<file path="src/rtl/mac_pkg.sv">
// rtl/mac_pkg.sv - shared MAC widths and dot-product sequencer state encoding
package mac_pkg;

    localparam int MAC_A_W   = 16;
    localparam int MAC_ACC_W = 32;

    typedef enum logic [2:0] {
        IDLE  = 3'd0,
        FETCH = 3'd1,
        ISSUE = 3'd2,
        WAIT  = 3'd3,
        DONE  = 3'd4,
        ERR   = 3'd5
    } state_e;

endpackage

</file>
<file path="src/rtl/mac_dot_seq_if.sv">
// rtl/mac_dot_seq_if.sv - command, operand, MAC and result signals of the dot-product sequencer
interface mac_dot_seq_if #(
    parameter int LEN_W = 8
);
    import mac_pkg::*;

    logic                 cmd_valid;
    logic                 cmd_ready;
    logic [LEN_W-1:0]     cmd_len;
    logic [MAC_ACC_W-1:0] cmd_bias;

    logic                 op_valid;
    logic                 op_ready;
    logic [MAC_A_W-1:0]   op_a;
    logic [MAC_A_W-1:0]   op_b;

    logic [MAC_A_W-1:0]   mac_a;
    logic [MAC_A_W-1:0]   mac_b;
    logic [MAC_ACC_W-1:0] mac_c;
    logic                 mac_valid;
    logic                 mac_ready;
    logic [MAC_ACC_W-1:0] mac_result;

    logic                 res_valid;
    logic                 res_ready;
    logic [MAC_ACC_W-1:0] res_data;
    logic                 err_timeout;

    // Sequencer side
    modport master (
        input  cmd_valid, cmd_len, cmd_bias,
        output cmd_ready,
        input  op_valid, op_a, op_b,
        output op_ready,
        output mac_a, mac_b, mac_c, mac_valid,
        input  mac_ready, mac_result,
        output res_valid, res_data, err_timeout,
        input  res_ready
    );

    // Environment side: command/operand buffers, MAC unit and result consumer
    modport slave (
        output cmd_valid, cmd_len, cmd_bias,
        input  cmd_ready,
        output op_valid, op_a, op_b,
        input  op_ready,
        input  mac_a, mac_b, mac_c, mac_valid,
        output mac_ready, mac_result,
        input  res_valid, res_data, err_timeout,
        output res_ready
    );

endinterface

</file>
<file path="src/rtl/mac_dot_seq.sv">
// rtl/mac_dot_seq.sv - streams operand pairs through a single-op MAC, chaining results into a dot product
module mac_dot_seq
    import mac_pkg::*;
#(
    parameter int LEN_W   = 8,
    parameter int TIMEOUT = 64
) (
    input  logic          clk,
    input  logic          rst,
    mac_dot_seq_if.master bus
);

    localparam int TMO_W = $clog2(TIMEOUT + 1);

    state_e               state_q, state_d;
    logic [MAC_ACC_W-1:0] acc_q;
    logic [LEN_W-1:0]     cnt_q;
    logic [TMO_W-1:0]     tmo_q;
    logic [MAC_A_W-1:0]   mac_a_q, mac_b_q;
    logic [MAC_ACC_W-1:0] mac_c_q;
    logic [MAC_ACC_W-1:0] res_data_q;
    logic                 cmd_ready_q, op_ready_q, mac_valid_q, res_valid_q, err_q;
    logic                 tmo_hit;

    assign tmo_hit = (tmo_q == TMO_W'(TIMEOUT - 1));

    // Next-state selection; only one MAC op is ever outstanding
    always_comb begin
        state_d = state_q;
        unique case (state_q)
            IDLE:  if (bus.cmd_valid) state_d = (bus.cmd_len == '0) ? DONE : FETCH;
            FETCH: if (bus.op_valid) state_d = ISSUE;
            ISSUE: state_d = WAIT;
            WAIT: begin
                if (bus.mac_ready)   state_d = (cnt_q == LEN_W'(1)) ? DONE : FETCH;
                else if (tmo_hit)    state_d = ERR;
            end
            DONE:  if (bus.res_ready) state_d = IDLE;
            ERR:   if (bus.res_ready) state_d = IDLE;
            default: state_d = IDLE;
        endcase
    end

    // State, datapath and handshake outputs; outputs are registered from the next state
    always_ff @(posedge clk or posedge rst) begin
        if (rst) begin
            state_q     <= IDLE;
            acc_q       <= '0;
            cnt_q       <= '0;
            tmo_q       <= '0;
            mac_a_q     <= '0;
            mac_b_q     <= '0;
            mac_c_q     <= '0;
            res_data_q  <= '0;
            err_q       <= 1'b0;
            cmd_ready_q <= 1'b1;
            op_ready_q  <= 1'b0;
            mac_valid_q <= 1'b0;
            res_valid_q <= 1'b0;
        end else begin
            state_q     <= state_d;
            cmd_ready_q <= (state_d == IDLE);
            op_ready_q  <= (state_d == FETCH);
            mac_valid_q <= (state_d == ISSUE);
            res_valid_q <= (state_d == DONE) || (state_d == ERR);

            unique case (state_q)
                IDLE: begin
                    if (bus.cmd_valid) begin
                        acc_q <= bus.cmd_bias;
                        cnt_q <= bus.cmd_len;
                        err_q <= 1'b0;
                        // Zero-length command answers with the bias directly
                        if (bus.cmd_len == '0) res_data_q <= bus.cmd_bias;
                    end
                end
                FETCH: begin
                    if (bus.op_valid) begin
                        mac_a_q <= bus.op_a;
                        mac_b_q <= bus.op_b;
                        mac_c_q <= acc_q;
                    end
                end
                ISSUE: tmo_q <= '0;
                WAIT: begin
                    if (bus.mac_ready) begin
                        acc_q <= bus.mac_result;
                        cnt_q <= cnt_q - LEN_W'(1);
                        if (cnt_q == LEN_W'(1)) res_data_q <= bus.mac_result;
                    end else if (tmo_hit) begin
                        // Report the partial sum accumulated so far
                        res_data_q <= acc_q;
                        err_q      <= 1'b1;
                    end else begin
                        tmo_q <= tmo_q + TMO_W'(1);
                    end
                end
                default: ;
            endcase
        end
    end

    assign bus.cmd_ready   = cmd_ready_q;
    assign bus.op_ready    = op_ready_q;
    assign bus.mac_a       = mac_a_q;
    assign bus.mac_b       = mac_b_q;
    assign bus.mac_c       = mac_c_q;
    assign bus.mac_valid   = mac_valid_q;
    assign bus.res_valid   = res_valid_q;
    assign bus.res_data    = res_data_q;
    assign bus.err_timeout = err_q;

endmodule

</file>
<file path="src/flat_wrapper.sv">
// flat-port wrapper written by rule: the top's interface ports become plain ports
module mac_dot_seq_flat import mac_pkg::*;
#(
    parameter int LEN_W   = 8,
    parameter int TIMEOUT = 64
)
  (clk, rst, bus_cmd_valid, bus_cmd_len, bus_cmd_bias, bus_cmd_ready, bus_op_valid, bus_op_a, bus_op_b, bus_op_ready, bus_mac_a, bus_mac_b, bus_mac_c, bus_mac_valid, bus_mac_ready, bus_mac_result, bus_res_valid, bus_res_data, bus_err_timeout, bus_res_ready);
  mac_dot_seq_if #(.LEN_W(LEN_W)) bus_i ();
  input  logic clk;
  input  logic rst;
  input wire logic [$bits(bus_i.cmd_valid)-1:0] bus_cmd_valid;
  input wire logic [$bits(bus_i.cmd_len)-1:0] bus_cmd_len;
  input wire logic [$bits(bus_i.cmd_bias)-1:0] bus_cmd_bias;
  output wire logic [$bits(bus_i.cmd_ready)-1:0] bus_cmd_ready;
  input wire logic [$bits(bus_i.op_valid)-1:0] bus_op_valid;
  input wire logic [$bits(bus_i.op_a)-1:0] bus_op_a;
  input wire logic [$bits(bus_i.op_b)-1:0] bus_op_b;
  output wire logic [$bits(bus_i.op_ready)-1:0] bus_op_ready;
  output wire logic [$bits(bus_i.mac_a)-1:0] bus_mac_a;
  output wire logic [$bits(bus_i.mac_b)-1:0] bus_mac_b;
  output wire logic [$bits(bus_i.mac_c)-1:0] bus_mac_c;
  output wire logic [$bits(bus_i.mac_valid)-1:0] bus_mac_valid;
  input wire logic [$bits(bus_i.mac_ready)-1:0] bus_mac_ready;
  input wire logic [$bits(bus_i.mac_result)-1:0] bus_mac_result;
  output wire logic [$bits(bus_i.res_valid)-1:0] bus_res_valid;
  output wire logic [$bits(bus_i.res_data)-1:0] bus_res_data;
  output wire logic [$bits(bus_i.err_timeout)-1:0] bus_err_timeout;
  input wire logic [$bits(bus_i.res_ready)-1:0] bus_res_ready;
  assign bus_i.cmd_valid = bus_cmd_valid;
  assign bus_i.cmd_len = bus_cmd_len;
  assign bus_i.cmd_bias = bus_cmd_bias;
  assign bus_cmd_ready = bus_i.cmd_ready;
  assign bus_i.op_valid = bus_op_valid;
  assign bus_i.op_a = bus_op_a;
  assign bus_i.op_b = bus_op_b;
  assign bus_op_ready = bus_i.op_ready;
  assign bus_mac_a = bus_i.mac_a;
  assign bus_mac_b = bus_i.mac_b;
  assign bus_mac_c = bus_i.mac_c;
  assign bus_mac_valid = bus_i.mac_valid;
  assign bus_i.mac_ready = bus_mac_ready;
  assign bus_i.mac_result = bus_mac_result;
  assign bus_res_valid = bus_i.res_valid;
  assign bus_res_data = bus_i.res_data;
  assign bus_err_timeout = bus_i.err_timeout;
  assign bus_i.res_ready = bus_res_ready;
  mac_dot_seq #(.LEN_W(LEN_W), .TIMEOUT(TIMEOUT)) u_core (.clk(clk), .rst(rst), .bus(bus_i));
endmodule
</file>
<file path="config.mk">
export PLATFORM = sky130hd
export DESIGN_NAME = mac_dot_seq_flat
export DESIGN_NICKNAME = d
export VERILOG_FILES = /design/src/rtl/mac_pkg.sv /design/src/rtl/mac_dot_seq_if.sv /design/src/rtl/mac_dot_seq.sv /design/src/flat_wrapper.sv
export SDC_FILE = /design/constraint.sdc
export NUM_CORES = 1
export LEC_CHECK = 0
export ABC_AREA = 1
export CORE_MARGIN = 2
export CORE_UTILIZATION = 52
export CTS_CLUSTER_DIAMETER = 80
export DETAILED_ROUTE_END_ITERATION = 8
export PLACE_DENSITY = 0.85
export SYNTH_ARGS = -nofsm -noshare
export SYNTH_HDL_FRONTEND = slang
export SYNTH_SLANG_ARGS = --single-unit
</file>
<file path="constraint.sdc">
create_clock -name clk -period 12.3 [get_ports clk]
set_input_delay 2.46 -clock clk [delete_from_list [all_inputs] [get_ports clk]]
set_output_delay 2.46 -clock clk [all_outputs]
set_load 0.1 [all_outputs]
</file>
==> impl_results.md <==
* H-tree Lvls at 4
* Final-stage net count at 1,252
* Ys Warns at 0
* Max Slew Vio Count at 0
* Gr usage total at 0.266
* CP most frequent cell: nand2_1
* Yosys reg bits at 151
* Met1 Resource Use GR at 0.338
* Ranking of synthesized cells by area: dfrtp_1 (51%), nand2_1 (19%), o21ai_0 (11%)
* Max-cap violations at 0
* RSZ-0062 raised after global routing: false
* CTS tree: yes
* Status: finished clean
* Rel. slew slack at 0.260
* Setup Buffers After CTS at 0
* Worst r2r path cells at 8
* Vias in the first global route at 6,384
* Clock root cell: clkbuf_16
* I/O pin count at 211
* Die width at 123 um
* Synth top area share at 0.511
* Initial Util at 0.531
* Syn Inst Count at just under 1,000
* Worst slew pin tran at 1.11 ns
* Post-detailed-route count of antenna-violating nets at 0
* DR pass1 iterations at 5
* Largest net degree at the start of global routing at 98
* Slowest cell on the critical path: buf_2
* Via count at 6,914
* Post-CTS sizing at 0
* CP endpoint kind: flop
* Die Y at 123 um
* Ratio of cells with drive above 1 in the final layout at 0.0443
* Rows at 43
* Fin. Hold Viols at 0
* Input/output buffers at 210
* Clk Latency, worst-skew pair at 0.42 ns
* Leading area contributor after synthesis: dfrtp_1
* Register area share after synthesis at 0.515
* Clock Tree Buf Depth at 2
* Full die area at 15,100 um2
* Final setup vio count at 0
* Total grt overflow at 0
* Initial antenna violation count at 0
* DR WL/cell at 14.9 um
* Hold Path Stages at 2
* Hold buffers post-CTS at 0
* Global-route wire length before repair at 31.1 mm
* Met3 usage at 0.0651
* Largest stage delay on the critical path at just over 0.8 ns
* Mean post-synth cell area at 7.62 um2
* Predominant post-synthesis flop cell: dfrtp_1
* Vias per cell at between 5 and 6
* Worst Path Class, Setup: input pin to flop
* Synth top cells by count: nand2_1 (373), o21ai_0 (162), dfrtp_1 (150)
* M2 GR Usage at 0.445
* Mapped cell area at 7340 um2
* Layout area overhead at 36.1%
* Post-synth EDFFs at 0
* Hold WS at 0.472 ns
* Worst hold path type: flop to flop
* Clock skew at 0.00754 ns
* Asr flop ratio synth at 1.00
* Period minus WS final at between 4 and 5 ns
* Critical Path RT at 12.60 ns
* GRT Max-Usage Layer: met2
* CTS buffer count at 17
* Ant. Diodes at 0
* Top-count cell post-synth: nand2_1
* Core area at 13,800 um2
* Critical path peak fanout at 69
* Fraction of the cycle the final worst path needs at 0.394
* Register clock-pin slew on the reported worst setup and hold paths at 0.06 ns
* Count of cell types in the netlist at 29
* GPL Wtd Cong at 0.851
* CP cell instances: buf_2, nor2_1, nand2_2, nand4_2, nand2_1, nand2_1
* Syn nets at 1,077
* WP data arrival at 5.14 ns
* Final setup TNS at 0 ns
* # clock sinks at 151
* DR iter-0 viols at 371
* DRC at 0
* Max frequency at 206 MHz
* Startpoint types: input pin
* Final WL at roughly 20 mm
* HPWL after DPL at roughly 14 mm
routing by layer:
metal | routed length [um] | up-vias
li1 | - | 3423
met1 | 8430 | 3193
met2 | 9460 | 263
met3 | 1570 | 35
met4 | 392 | 0
met5 | 0 | -
per-stage QoR:
step	setup slack [ns]	cells	instance area, um2	utilization
floorplan	5.78	964	7340	-
global placement	7.16	1300	9440	0.683
detailed placement	7.05	1300	9440	0.683
CTS	7.46	1332	10000	0.723
global route	7.15	1332	10000	0.723
finish	7.45	1332	10000	0.723
path summary, 6_finish.rpt:
| check | startpoint | endpoint | slack [ns] |
|---|---|---|---|
| min in group asynchronous | rst | u_core.bus.mac_valid | 2.50 |
| hold / removal | u_core.bus.res_data[7] | u_core.bus.res_data[7] | 0.47 |
| setup reg to reg | u_core.state_q[0] | u_core.tmo_q[2] | 9.20 |
| hold reg to reg | u_core.bus.res_data[7] | u_core.bus.res_data[7] | 0.47 |
| max in group asynchronous | rst | u_core.cnt_q[6] | 8.33 |
| setup / recovery | bus_mac_ready | u_core.bus.res_data[11] | 7.45 |
area by class of cell:
cell class / instances / area (um2)
fill: 1070 / 3830
sequential: 151 / 3780
multi-input combinational: 662 / 2950
timing repair buffer: 214 / 2130
clock buffer: 22 / 484
inverter: 93 / 355
tap: 180 / 225
clock inverter: 10 / 71.3
registers in the layout (all words and copies together) (netlist names), 3 cells and up:
name / cells
u_core.acc_q: 32
u_core.bus.mac_c: 32
u_core.bus.res_data: 32
u_core.bus.mac_a: 16
u_core.bus.mac_b: 16
u_core.cnt_q: 8
u_core.tmo_q: 7
u_core.state_q: 3
cell usage in the layout, fill, tap and decap left out, drive strengths merged, types with 2 or more instances in the layout:
master	n
a21oi	5
buf	5
clkbuf	22
clkdlybuf4s50	209
clkinv	6
clkinvlp	4
dfrtp	150
ha	3
inv	93
nand2	375
nand3	18
nand3b	2
nand4	35
nor2	33
nor3	3
o21a	2
o21ai	177
o22ai	2
xor2	3
worst max-delay path, delay by kind of cell:
family                 cells  cell delay (ns)
buffers and inverters      1             0.82
and+or+nand+nor            5             1.82
cell families (layout without fill, tap and decap cells):
kind of cell / after synthesis / count (layout) / share of synthesized area
compound gates: 189 / 189 / 0.131
flops: 151 / 151 / 0.515
fa+ha+maj: 3 / 3 / 0.00511
xor+xnor: 3 / 3 / 0.00358
buf+inv: 151 / 339 / 0.0867
simple gates: 467 / 467 / 0.259
Power is not shown: default switching activity piles up to over one toggle a cycle in this logic, so the estimate is an artifact.
